<file path="config.mk">
export PLATFORM = sky130hd
export DESIGN_NAME = pc_sequencer_flat
export DESIGN_NICKNAME = d
export VERILOG_FILES = /design/src/rtl/map_pkg.sv /design/src/rtl/pc_sequencer_if.sv /design/src/rtl/pc_stack.sv /design/src/rtl/pc_sequencer.sv /design/src/flat_wrapper.sv
export SDC_FILE = /design/constraint.sdc
export NUM_CORES = 1
export LEC_CHECK = 0
export BUFFER_PORTS_ARGS = -buffer_cell sky130_fd_sc_hd__buf_2
export CORE_ASPECT_RATIO = 2
export CORE_UTILIZATION = 57
export DETAILED_ROUTE_END_ITERATION = 6
export PLACE_DENSITY = 0.82
export SLEW_MARGIN = 20
export SYNTH_ARGS = -nofsm -noshare
export SYNTH_HDL_FRONTEND = slang
export SYNTH_SLANG_ARGS = --single-unit
export TNS_END_PERCENT = 1
</file>
<file path="constraint.sdc">
create_clock -name clk -period 2.77 [get_ports clk]
set_input_delay 0.554 -clock clk [delete_from_list [all_inputs] [get_ports clk]]
set_output_delay 0.554 -clock clk [all_outputs]
set_load 0.005 [all_outputs]
</file>
<file path="src/rtl/map_pkg.sv">
// Shared definitions for the MAP core front end: address width and the
// next-PC source encoding used by the sequencer's priority mux.
package map_pkg;

    localparam int MAP_ADDR_W = 8;

    localparam logic [2:0] PCSEL_HOLD = 3'd0;
    localparam logic [2:0] PCSEL_INC  = 3'd1;
    localparam logic [2:0] PCSEL_BR   = 3'd2;
    localparam logic [2:0] PCSEL_JMP  = 3'd3;
    localparam logic [2:0] PCSEL_CALL = 3'd4;
    localparam logic [2:0] PCSEL_RET  = 3'd5;

endpackage

</file>
<file path="src/rtl/pc_sequencer_if.sv">
// Control/status bundle between the decode stage (master) and the PC
// sequencer (slave): flow requests in, PC and stack status out.
interface pc_sequencer_if
    import map_pkg::*;
#(
    parameter int ADDR_W      = MAP_ADDR_W,
    parameter int STACK_DEPTH = 4
);
    localparam int SP_W = $clog2(STACK_DEPTH + 1);

    logic              stall;
    logic              branch_en;
    logic [ADDR_W-1:0] offset;
    logic              jump_en;
    logic              call_en;
    logic              ret_en;
    logic [ADDR_W-1:0] target;
    logic [ADDR_W-1:0] pc;
    logic [SP_W-1:0]   sp;
    logic              stack_ovf;
    logic              stack_unf;

    modport master (
        output stall, branch_en, offset, jump_en, call_en, ret_en, target,
        input  pc, sp, stack_ovf, stack_unf
    );

    modport slave (
        input  stall, branch_en, offset, jump_en, call_en, ret_en, target,
        output pc, sp, stack_ovf, stack_unf
    );

endinterface

</file>
<file path="src/rtl/pc_stack.sv">
// Return-address LIFO. Pushing when full or popping when empty is silently
// dropped; the caller decides whether that is an error.
module pc_stack
    import map_pkg::*;
#(
    parameter int ADDR_W = MAP_ADDR_W,
    parameter int DEPTH  = 4
) (
    input  logic                           clk,
    input  logic                           rst,
    input  logic                           push,
    input  logic                           pop,
    input  logic [ADDR_W-1:0]              din,
    output logic [ADDR_W-1:0]              dout,
    output logic [$clog2(DEPTH+1)-1:0]     count,
    output logic                           full,
    output logic                           empty
);
    localparam int CW = $clog2(DEPTH + 1);
    localparam int IW = (DEPTH > 1) ? $clog2(DEPTH) : 1;

    logic [ADDR_W-1:0] mem_q [DEPTH];
    logic [CW-1:0]     count_q;
    logic [CW-1:0]     count_d;
    logic [CW-1:0]     countMinus1;
    logic [IW-1:0]     wrIdx;
    logic [IW-1:0]     topIdx;
    logic              doPush;
    logic              doPop;

    // count never exceeds DEPTH-1 while a write is possible, so the low bits index safely
    assign countMinus1 = count_q - CW'(1);
    assign wrIdx       = count_q[IW-1:0];
    assign topIdx      = countMinus1[IW-1:0];

    assign full   = (count_q == CW'(DEPTH));
    assign empty  = (count_q == '0);
    assign doPush = push && !full;
    assign doPop  = pop && !empty && !push;

    always_comb begin
        count_d = count_q;
        if (doPush) begin
            count_d = count_q + CW'(1);
        end else if (doPop) begin
            count_d = countMinus1;
        end
    end

    always_ff @(posedge clk) begin
        if (rst) begin
            count_q <= '0;
        end else begin
            count_q <= count_d;
        end
    end

    always_ff @(posedge clk) begin
        if (!rst && doPush) begin
            mem_q[wrIdx] <= din;
        end
    end

    assign dout  = mem_q[topIdx];
    assign count = count_q;

endmodule

</file>
<file path="src/rtl/pc_sequencer.sv">
// Program counter owner: one-cycle priority selection between increment,
// branch, jump, call and return, with sticky stack overflow/underflow flags.
module pc_sequencer
    import map_pkg::*;
#(
    parameter int                ADDR_W      = MAP_ADDR_W,
    parameter int                STACK_DEPTH = 4,
    parameter logic [ADDR_W-1:0] RESET_PC    = '0
) (
    input logic           clk,
    input logic           rst,
    pc_sequencer_if.slave bus
);
    localparam int SP_W = $clog2(STACK_DEPTH + 1);

    logic [ADDR_W-1:0] pc_q;
    logic [ADDR_W-1:0] pc_d;
    logic [ADDR_W-1:0] pcInc;
    logic [ADDR_W-1:0] pcBr;
    logic              ovf_q;
    logic              ovf_d;
    logic              unf_q;
    logic              unf_d;
    logic [2:0]        sel;
    logic              stackFull;
    logic              stackEmpty;
    logic [ADDR_W-1:0] stackTop;
    logic [SP_W-1:0]   stackCount;

    // Both adds wrap naturally at ADDR_W; the offset is two's complement so no sign extension is needed
    assign pcInc = pc_q + ADDR_W'(1);
    assign pcBr  = pc_q + bus.offset;

    always_comb begin
        sel   = PCSEL_INC;
        ovf_d = ovf_q;
        unf_d = unf_q;
        if (bus.stall) begin
            sel = PCSEL_HOLD;
        end else if (bus.ret_en) begin
            if (stackEmpty) unf_d = 1'b1;
            else            sel   = PCSEL_RET;
        end else if (bus.call_en) begin
            if (stackFull) ovf_d = 1'b1;
            else           sel   = PCSEL_CALL;
        end else if (bus.jump_en) begin
            sel = PCSEL_JMP;
        end else if (bus.branch_en) begin
            sel = PCSEL_BR;
        end
    end

    always_comb begin
        case (sel)
            PCSEL_HOLD: pc_d = pc_q;
            PCSEL_BR:   pc_d = pcBr;
            PCSEL_JMP:  pc_d = bus.target;
            PCSEL_CALL: pc_d = bus.target;
            PCSEL_RET:  pc_d = stackTop;
            default:    pc_d = pcInc;
        endcase
    end

    always_ff @(posedge clk) begin
        if (rst) begin
            pc_q  <= RESET_PC;
            ovf_q <= 1'b0;
            unf_q <= 1'b0;
        end else begin
            pc_q  <= pc_d;
            ovf_q <= ovf_d;
            unf_q <= unf_d;
        end
    end

    pc_stack #(
        .ADDR_W (ADDR_W),
        .DEPTH  (STACK_DEPTH)
    ) u_stack (
        .clk   (clk),
        .rst   (rst),
        .push  (sel == PCSEL_CALL),
        .pop   (sel == PCSEL_RET),
        .din   (pcInc),
        .dout  (stackTop),
        .count (stackCount),
        .full  (stackFull),
        .empty (stackEmpty)
    );

    assign bus.pc        = pc_q;
    assign bus.sp        = stackCount;
    assign bus.stack_ovf = ovf_q;
    assign bus.stack_unf = unf_q;

endmodule
</file>
<file path="src/flat_wrapper.sv">
// flat-port wrapper written by rule: the top's interface ports become plain ports
module pc_sequencer_flat import map_pkg::*;
#(
    parameter int                ADDR_W      = MAP_ADDR_W,
    parameter int                STACK_DEPTH = 4,
    parameter logic [ADDR_W-1:0] RESET_PC    = '0
)
  (clk, rst, bus_stall, bus_branch_en, bus_offset, bus_jump_en, bus_call_en, bus_ret_en, bus_target, bus_pc, bus_sp, bus_stack_ovf, bus_stack_unf);
  pc_sequencer_if #(.ADDR_W(ADDR_W), .STACK_DEPTH(STACK_DEPTH)) bus_i ();
  input logic clk;
  input logic rst;
  input wire logic [$bits(bus_i.stall)-1:0] bus_stall;
  input wire logic [$bits(bus_i.branch_en)-1:0] bus_branch_en;
  input wire logic [$bits(bus_i.offset)-1:0] bus_offset;
  input wire logic [$bits(bus_i.jump_en)-1:0] bus_jump_en;
  input wire logic [$bits(bus_i.call_en)-1:0] bus_call_en;
  input wire logic [$bits(bus_i.ret_en)-1:0] bus_ret_en;
  input wire logic [$bits(bus_i.target)-1:0] bus_target;
  output wire logic [$bits(bus_i.pc)-1:0] bus_pc;
  output wire logic [$bits(bus_i.sp)-1:0] bus_sp;
  output wire logic [$bits(bus_i.stack_ovf)-1:0] bus_stack_ovf;
  output wire logic [$bits(bus_i.stack_unf)-1:0] bus_stack_unf;
  assign bus_i.stall = bus_stall;
  assign bus_i.branch_en = bus_branch_en;
  assign bus_i.offset = bus_offset;
  assign bus_i.jump_en = bus_jump_en;
  assign bus_i.call_en = bus_call_en;
  assign bus_i.ret_en = bus_ret_en;
  assign bus_i.target = bus_target;
  assign bus_pc = bus_i.pc;
  assign bus_sp = bus_i.sp;
  assign bus_stack_ovf = bus_i.stack_ovf;
  assign bus_stack_unf = bus_i.stack_unf;
  pc_sequencer #(.ADDR_W(ADDR_W), .STACK_DEPTH(STACK_DEPTH), .RESET_PC(RESET_PC)) u_core (.clk(clk), .rst(rst), .bus(bus_i));
endmodule
</file>
# == After elaboration in Yosys (flattened, before gate mapping) ==
# Memories as Yosys holds them, arrays and structs flattened.
# Cells that the tools add are included.
# op_classes
add_sub_neg,4
eq_ne,5
n_mux,12
bitwise_logic,2
n_reduce_logical,14
# ops
op,count
$pmux W8 S4,1
$mux W3,8
$eq A3 B3 Y1 const B,3
$add A8 B1 Y8 const B,1
$add A8 B8 Y8,1
$eq A3 B2 Y1 const B,2
$logic_not A3 Y1,2
$logic_and A1 B1 Y1,4
$logic_not A1 Y1,4
$reduce_and A4 Y1,1
$add A3 B1 Y3 const B,1
$reduce_and A3 Y1,1
$sub A3 B1 Y3 const B,1
$mux W1,2
$mux W2,1
$not A1 Y1,2
$reduce_bool A2 Y1,1
$reduce_or A2 Y1,1
# word_totals
register_bits,13
mem_bits_rw,32
inputBits,23
out_inout_bits,13
wordCells,42
n_memories,1
# memory_table
memory,depth,width,rd,rd_clocked_by_memory_dff,wr,line,text
u_core.u_stack.mem_q,4,8,1,0,1,pc_stack.sv:22,logic [ADDR_W-1:0] mem_q [DEPTH];

# == Longest topological paths before layout ==
# Gate-level depths: netlist of the first run.
# depth
depth_word,10
mapped_depth,10

# == Cells and area by module ==
# A second synthesis of the first run with hierarchy kept.
# hier_totals
cells_unflattened,203
hier_area_um2,2473.6
# by_module_without_submodules
module,instances,cells_each,area_per_inst_um2,seq_area_each_um2
pc_stack,1,77,1458.9,1021.0
pc_sequencer,1,126,1014.7,200.2

# == Least setup slack after synthesis of the first run ==
# No wires, ideal clock.
# synth_path
path_type,input-to-reg
start,in bus_offset[0]
end,"reg u_core.pc_q[6], in the netlist u_core.bus.pc[6]"
t_arrival_ns,1.969
slack_ns,0.678
cell_stages,8
cell_sequence,ha_1 fa_1 a211oi_1 o21bai_1 a21oi_1 o311ai_1 a31oi_1 a211oi_1
# synth_via
elab_chain_cells,2
# synth_lines
element,line,text
start: declaration,flat_wrapper.sv:14,input wire logic [$bits(bus_i.offset)-1:0] bus_offset;
$add A8 B8 Y8,pc_sequencer.sv:32,assign pcBr = pc_q + bus.offset;
$pmux W8 S4,pc_sequencer.sv:54,case (sel)
end signal: assignment,pc_sequencer.sv:70,pc_q <= pc_d;
end: declaration,pc_sequencer.sv:16,logic [ADDR_W-1:0] pc_q;
# Every way passes these cells.
# A chain may end at the register's enable or synchronous reset.

# == Worst setup path in the final report of the first run ==
# layout_path
start,"reg u_core.u_stack.count_q[1], in the netlist u_core.u_stack.count[1]"
end,"reg u_core.pc_q[6], in the netlist u_core.bus.pc[6]"
# layout_via
elab_chain_cells,8
word_cells_on_any_way,16
classes_between,1 x add/sub; 5 x eq/ne; 6 x mux; 3 x reduce/logical; 1 x memory
# layout_lines
element,line,text
start: declaration,pc_stack.sv:23,logic [CW-1:0] count_q;
start signal: assignment,pc_stack.sv:54,count_q <= count_d;
$eq A3 B3 Y1,pc_stack.sv:36,assign full = (count_q == CW'(DEPTH));
$mux W3,pc_sequencer.sv:44,if (stackFull) ovf_d = 1'b1;
$mux W3,pc_sequencer.sv:43,end else if (bus.call_en) begin
$mux W3,pc_sequencer.sv:40,end else if (bus.ret_en) begin
$mux W3,pc_sequencer.sv:38,if (bus.stall) begin
$eq A3 B3 Y1 or $eq A3 B2 Y1 (tied branches),pc_sequencer.sv:54,
$reduce_or A2 Y1 (no source line),n/a,
$pmux W8 S4,pc_sequencer.sv:54,
# Several ways; a longest one is shown, not always the timed one.

==> results.py, run 1 <==
metrics = {
    "logic_synthesis": {
        "yosysWarnings": 0,
        "syn-mean-instance-area_sq_um": 12.6,
        "synth-seq-cells": 45,
        "mappedNetlistNets": 230,
        "synth-edff-count": 32,
        "netlist-cell-type-count": 49,
        "synthesis.area_sq_um": 2430,
        "most_frequently_used_flop_master_after_synthesis": "edfxtp_1",
        "post_synth_inst_count": 193,
        "synthDominantCellAreaShare_pct": 39.6,
        "portion_of_the_post_synthesis_area_used_by_sequential_elements_pct": 50.3,
        "async_reset_ff_share_pct": 0,
        "yosys-top-cells-area": "edfxtp_1 40%, dfxtp_1 11%, mux4_1 7.6%",
        "synth_top_area_cell": "edfxtp_1",
    },
    "clock_network": {
        "cts_max_path_buffers": 2,
        "numCtsBuffers": 5,
        "clock_tree.root_cell": "clkbuf_8",
        "worst_skew_pair.late_latency_ns": 0.29,
        "post_cts.resized_instances": 0,
        "cts.clk_slew.worst_paths_ns": 0.08,
        "cts-htree-levels": 2,
        "tritoncts_clock_tree": "built",
        "post-cts-setup-buffer-count": 0,
        "clkSinkCount": 45,
        "post_cts_hold_buffer_count": 0,
    },
    "power_and_ir_drop": {
        "sw_frac_of_total_pct": 26.3,
        "internal_power_w": 0.00117,
        "comb_power_share_pct": 21.0,
        "share_seq_of_total_power_pct": 49.3,
        "power_per_cell_area_nw_per_um2": 580,
        "power.net_switching_w": 0.000418,
        "power_frac_clock_pct": 29.7,
        "power_leakage_nw": 1.05,
        "p_total_w": 0.00159,
        "max-vdd-ir-drop_mv": 0.440,
    },
    "sta": {
        "tns_ns": 0,
        "min_period_over_period_pct": 82.5,
        "max_slew_margin_pct": 62.6,
        "final.setup.worst_slack_ns": 0.485,
        "slew_at_the_pin_closest_to_its_max_slew_limit_ns": 0.560,
        "final_hold_vios": 0,
        "fin_skew_ns": 0.0119,
        "maxSlewViolCount": 0,
        "fmax_mhz": 438,
        "rsz0062_at_grt": "no",
        "setup-violations-final": 0,
        "fin_crit_ns": 2.29,
    },
    "floorplan": {
        "fp.dieW_um": 48.1,
        "area_of_the_core_sq_um": 4090,
        "start_util_pct": 59.4,
        "design.portCount": 36,
        "die_area_sq_um": 4540,
        "core.rowCount": 33,
        "die_h_um": 94.3,
    },
    "place": {
        "dpl.cell_count": 275,
        "globalplace.congestion": 0.788,
        "port-buffer-count": 35,
        "dp_slack_ns": 0.386,
        "detailed_placement_hpwl_mm": 3.76,
    },
    "routing": {
        "number_of_drc_markers_after_the_initial_detailed_route_iteration": 73,
        "wl_per_cell_um": 18.3,
        "detailedRoute.firstPassIterationCount": 4,
        "route.detailed.vias_per_inst": 6.18,
        "finalWirelength_mm": 5.19,
        "detail-route-antenna-nets": 0,
        "post-route-drc-count": 0,
        "vias": 1748,
    },
    "setup_path": {
        "register_to_register_path_depth": 9,
        "setup.reg_to_reg.worst_slack_ns": 0.48,
        "critical_path.endpoint": "u_core.bus.pc[6]$_SDFFE_PP0P_",
        "path_class": "flip-flop to flip-flop",
        "timing.critical_path.from_type": "flip-flop",
        "critical_path_required_ns": 2.98,
        "crit_path_max_fanout": 7,
        "crit_buf_inv": 2,
        "critPathArrivalTime_ns": 2.50,
        "crit-reg2reg-launch": "u_core.u_stack.count[1]$_SDFFE_PP0P_",
        "crit_path_top_delay_cell": "nor3b_1",
        "worstReg2RegEnd": "u_core.bus.pc[6]$_SDFFE_PP0P_",
        "path_delay_family": "simple AND/OR/NAND/NOR gates",
        "slowest_delay_ns": 0.49,
        "timing.critical_path.depth": 9,
        "cp_cell_sequence": "inv_1 > ha_1 > nor2b_1 > nor3b_1 > buf_4 > a22oi_1 > o311ai_1 > a31oi_1 > a211oi_1",
        "worstSetupEndpointType": "flip-flop",
        "critical_path.startpoint": "u_core.u_stack.count[1]$_SDFFE_PP0P_",
    },
    "cells_and_area": {
        "fin_nets": 267,
        "syn2layout_area_growth_pct": 13.0,
        "drive_above_1_share_pct": 22.1,
        "layout.cells.most_common_list": "35 x buf_2, 32 x edfxtp_1, 15 x nor2_1, 14 x nand2_1",
        "multi_input_comb_area_sq_um": 1130,
        "n_antenna_cell": 0,
        "num-fill-cells": 301,
        "seq_area_sq_um": 1220,
        "layout.cells.most_common": "buf_2",
        "utilization_pct": 67.1,
        "layoutNonFillerInstCount": 283,
    },
    "min_path": {
        "hold_removal_path_class": "flip-flop to flip-flop",
    },
    "run_status": {
        "outcome": "complete, no violations",
    },
    "grt": {
        "groute.usage.overall_pct": 24.6,
        "grt_antenna_before_repair": 0,
        "global_route.overflow_total": 0,
        "number_of_global_route_vias_before_repair": 1630,
        "grt_max_degree": 16,
        "grt_pass1_wl_mm": 7.57,
    },
    "job": {
        "drv.max_cap_violation_count": 0,
    },
}
-- cells in the mapped netlist (all sizes together), types with 2 or more instances --
| cell | n |
|---|---|
| a211oi | 3 |
| a21oi | 10 |
| a221oi | 5 |
| a22oi | 3 |
| a311oi | 3 |
| a31oi | 4 |
| and2 | 5 |
| buf | 7 |
| dfxtp | 13 |
| edfxtp | 32 |
| ha | 13 |
| inv | 4 |
| mux4 | 8 |
| nand2 | 14 |
| nand3 | 3 |
| nor2 | 16 |
| nor2b | 4 |
| nor3 | 3 |
| o211a | 2 |
| o211ai | 2 |
| o21ai | 4 |
| o21bai | 2 |
| or3 | 2 |
| xnor2 | 8 |
| xor2 | 5 |
-- layer usage --
metal	track usage [%]	vias up	share of wire, %
met2	44.3	90	53
met4	8.56	0	3.2
li1	-	818	-
met1	26.2	823	39
met5	0	-	0
met3	5.19	17	4.5
-- sequential cells by signal, indices dropped and copies added (netlist names) --
name and flops:
u_core.bus.pc 8, u_core.u_stack.mem_q 32, u_core.bus.stack_ovf 1, u_core.bus.stack_unf 1, u_core.u_stack.count 3
-- worst reg2reg max path: cells and delay by family, from the launching register on --
kind | cells | cell delay (ns)
DFF | 1 | 0.41
AOI/OAI and AO/OA | 4 | 0.47
adders and majority gates | 1 | 0.27
and+or+nand+nor | 2 | 0.69
buffers and inverters | 2 | 0.37
-- worst min path at each step --
stage | end | depth (start not counted) | from | slack, ns
6_report | u_core.bus.stack_ovf$_SDFFE_PP0P_ | 2 | u_core.bus.stack_ovf$_SDFFE_PP0P_ | 0.48
5_1_grt | u_core.bus.stack_ovf$_SDFFE_PP0P_ | 2 | u_core.bus.stack_ovf$_SDFFE_PP0P_ | 0.54
4_1_cts | u_core.bus.stack_unf$_SDFFE_PP0P_ | 2 | u_core.bus.stack_unf$_SDFFE_PP0P_ | 0.48
3_5_place_dp | u_core.bus.stack_unf$_SDFFE_PP0P_ | 2 | u_core.bus.stack_unf$_SDFFE_PP0P_ | 0.46
3_3_place_gp | u_core.bus.stack_ovf$_SDFFE_PP0P_ | 2 | u_core.bus.stack_ovf$_SDFFE_PP0P_ | 0.44
2_1_floorplan | u_core.bus.stack_unf$_SDFFE_PP0P_ | 2 | u_core.bus.stack_unf$_SDFFE_PP0P_ | 0.46
-- cell type report --
| type | count | area share [%] |
|---|---|---|
| clock inverters | 2 | 1.23 |
| multi-input cells | 135 | 41.1 |
| repair buffers | 38 | 7.21 |
| inverters | 5 | 0.867 |
| well taps | 52 | 2.37 |
| clock buffers | 6 | 2.65 |
| flip-flops and latches | 45 | 44.5 |
-- power groups by stage --
| stage | registers (W) | clock network (W) | logic (W) |
|---|---|---|---|
| after floorplan | 0.000795 | 0 | 0.000239 |
| after global placement | 0.000798 | 0 | 0.000321 |
| after detailed placement | 0.000798 | 0 | 0.000328 |
| after CTS | 0.000783 | 0.000486 | 0.000331 |
| after global routing | 0.000787 | 0.000515 | 0.000366 |
| final | 0.000784 | 0.000473 | 0.000333 |
-- stage by stage --
step,instance area [sq um],hold WS [ns]
finish,2740,0.476
global route,2740,0.537
CTS,2740,0.478
detailed placement,2640,0.458
global placement,2640,0.444
floorplan,2430,0.461
-- cell families (layout without fill, tap and decap cells) --
kind of cell / after synthesis / count (layout) / share of synthesized area (%)
adder cells (fa/ha/maj): 14 / 14 / 7.53
flip-flops: 45 / 45 / 50.3
AND/OR/NAND/NOR: 54 / 54 / 11.6
AO/OA/AOI/OAI: 45 / 45 / 13.7
buffers and inverters: 13 / 51 / 3.20
multiplexers: 9 / 9 / 8.92
XOR/XNOR: 13 / 13 / 4.69
Power figures use the tool's default switching activity.
==> inputs of run 2 (changes only) <==
- ABC_AREA: not set -> 1
- CORE_UTILIZATION: 57 -> 51
- PLACE_DENSITY: 0.82 -> 0.77
- clock period: 2.77 -> 1.8 ns (I/O delays scaled with it)
==> results.py, run 2 <==
metrics = {
    "run_status": {
        "outcome": "complete, no violations",
    },
    "clock_network": {
        "tritoncts_clock_tree": "built",
        "clock_tree.root_cell": "clkbuf_8",
        "cts-htree-levels": 2,
        "numCtsBuffers": 5,
        "clkSinkCount": 45,
        "post_cts_hold_buffer_count": 0,
        "worst_skew_pair.late_latency_ns": 0.30,
        "cts.clk_slew.worst_paths_ns": 0.09,
        "cts_max_path_buffers": 2,
    },
    "logic_synthesis": {
        "post_synth_inst_count": 293,
        "synth_top_area_cell": "edfxtp_1",
        "portion_of_the_post_synthesis_area_used_by_sequential_elements_pct": 48.6,
        "yosys-top-cells-area": "edfxtp_1 38%, nand2_1 12%, dfxtp_1 10%",
        "synthDominantCellAreaShare_pct": 38.3,
        "netlist-cell-type-count": 30,
        "post-synth-top-count-cell": "nand2_1",
        "synthesis.area_sq_um": 2510,
        "syn-mean-instance-area_sq_um": 8.57,
        "most_frequently_used_flop_master_after_synthesis": "edfxtp_1",
        "netlist_top_cells_count": "82 x nand2_1, 33 x nand3_1, 32 x edfxtp_1, 29 x inv_1, 22 x nor2_1",
        "mappedNetlistNets": 330,
        "async_reset_ff_share_pct": 0,
        "synth-seq-cells": 45,
        "synth-edff-count": 32,
        "yosysWarnings": 0,
    },
    "grt": {
        "grt_max_degree": 22,
        "grt_util_met3_pct": 2.55,
        "top_usage_layer": "met2",
        "groute.usage.overall_pct": 24.3,
        "global_route.overflow_total": 0,
        "grt_pass1_wl_mm": 9.29,
        "met2_usage_pct": 45.6,
        "number_of_global_route_vias_before_repair": 2147,
        "grt.met1_usage_pct": 24.1,
        "grt_antenna_before_repair": 0,
    },
    "setup_path": {
        "crit_path_max_fanout": 8,
        "path_class": "flip-flop to flip-flop",
        "worstSetupEndpointType": "flip-flop",
        "timing.critical_path.from_type": "flip-flop",
        "critical_path_required_ns": 1.77,
        "critPathArrivalTime_ns": 1.65,
    },
    "floorplan": {
        "start_util_pct": 53.6,
        "die_area_sq_um": 5230,
        "die_h_um": 101,
        "fp.dieW_um": 51.6,
        "area_of_the_core_sq_um": 4690,
        "core.rowCount": 35,
        "design.portCount": 36,
    },
    "place": {
        "globalplace.congestion": 0.806,
        "place_area_sq_um": 2870,
        "detailed_placement_hpwl_mm": 4.34,
        "port-buffer-count": 35,
        "dpl.cell_count": 390,
    },
    "cells_and_area": {
        "regMostFlops": "u_core.u_stack.mem_q",
        "drive_above_1_share_pct": 22.7,
        "syn2layout_area_growth_pct": 17.8,
        "layoutNonFillerInstCount": 398,
        "layout.cells.most_common": "nand2_1",
        "utilization_pct": 63.1,
        "layout.cells.most_common_list": "81 x nand2_1, 35 x buf_2, 33 x nand3_1, 32 x edfxtp_1, 28 x inv_1",
        "n_antenna_cell": 0,
        "flip_flop_count_of_the_largest_register_after_layout": 32,
        "fin_nets": 379,
        "layout_cell_area_excl_fill_sq_um": 2960,
    },
    "job": {
        "drv.max_cap_violation_count": 0,
    },
    "routing": {
        "wl_per_cell_um": 14.1,
        "detailedRoute.firstPassIterationCount": 5,
        "route.detailed.vias_per_inst": 5.47,
        "detail-route-antenna-nets": 0,
        "number_of_drc_markers_after_the_initial_detailed_route_iteration": 37,
        "vias": 2179,
        "finalWirelength_mm": 5.60,
        "post-route-drc-count": 0,
    },
    "sta": {
        "fmax_mhz": 598,
        "rsz0062_at_grt": "yes",
        "fin_crit_ns": 1.67,
        "tns_ns": 0,
        "final_hold_vios": 0,
        "setup-violations-final": 0,
        "slew_at_the_pin_closest_to_its_max_slew_limit_ns": 0.392,
        "maxSlewViolCount": 0,
        "fin_skew_ns": 0.00612,
        "max_slew_margin_pct": 73.7,
        "min_period_over_period_pct": 92.9,
    },
    "power_and_ir_drop": {
        "power_leakage_nw": 1.34,
        "power_per_cell_area_nw_per_um2": 788,
        "max-vdd-ir-drop_mv": 0.526,
    },
    "min_path": {
        "hold_removal_path_class": "primary input to flip-flop",
    },
}
[run 2: changes by cell type after synthesis, sizes merged, moves of 5 or more]
cell	change
inv	+29
xnor2	-6
nand3	+33
o21ai	+9
and2	-5
mux4	-8
nor2	+9
a221oi	-5
nand2	+70
[run 2: kinds of logic after synthesis]
logic type / share of synthesized area [%]
adders and majority gates: 7.27
DFF: 48.6
buffers and inverters: 6.08
and+or+nand+nor: 28.2
AOI/OAI and AO/OA: 7.08
xor gates and xnor gates: 2.79
[run 2: worst max-delay path, cell delays in order, from the launching register on]
cell and delay (ns):
dfxtp_1 0.34, inv_1 0.07, ha_2 0.20, nand2_1 0.09
nand3_2 0.15, inv_2 0.12, nand2_4 0.09, nor2_4 0.27
[run 2: path summary, 6_finish.rpt]
check	startpoint	to	slack [ns]	cells after the start
setup / recovery	u_core.u_stack.count[1]$_SDFFE_PP0P_	u_core.u_stack.mem_q[2][5]$_DFFE_PP_	0.13	7
hold / removal	rst	u_core.bus.stack_ovf$_SDFFE_PP0P_	0.27	2
setup reg to reg	u_core.u_stack.count[1]$_SDFFE_PP0P_	u_core.u_stack.mem_q[2][5]$_DFFE_PP_	0.13	7
hold reg to reg	u_core.bus.stack_ovf$_SDFFE_PP0P_	u_core.bus.stack_ovf$_SDFFE_PP0P_	0.47	2
[run 2: what timing repair did]
item / CTS / global route
resized for setup: 0 / 1
setup buffers: 0 / 0
endpoints found under the setup margin: 0 / 3
[run 2: layout make-up]
cell class	instances	area, sq um
clock inverter	3	21.3
multi-input combinational	209	1180
clock buffer	5	68.8
fill	391	1730
tap	55	68.8
sequential	45	1220
timing repair buffer	48	273
inverter	33	124
[run 2: routing by layer]
metal  vias to the layer above  wire length, um
met5                         -                0
met4                         0              170
met3                        15              172
met2                        58             3270
met1                      1031             1990
li1                       1075                -
[run 2: per-stage QoR]
step                hold slack (ns)  setup slack [ns]  total power, W
global route                  0.282          -0.00717         0.00244
floorplan                     0.432           -0.0273         0.00154
detailed placement            0.459            0.0479         0.00173
finish                        0.274             0.128         0.00233
CTS                           0.269             0.104         0.00234
global placement              0.450            0.0794         0.00171
[run 2: report_power, final]
group | leakage [nW] | total [W] | internal, W | switching [W]
combinational | 0.893 | 0.000533 | 0.000206 | 0.000327
clock | 0.0462 | 0.000624 | 0.000276 | 0.000348
sequential | 0.400 | 0.00117 | 0.00115 | 0.0000235
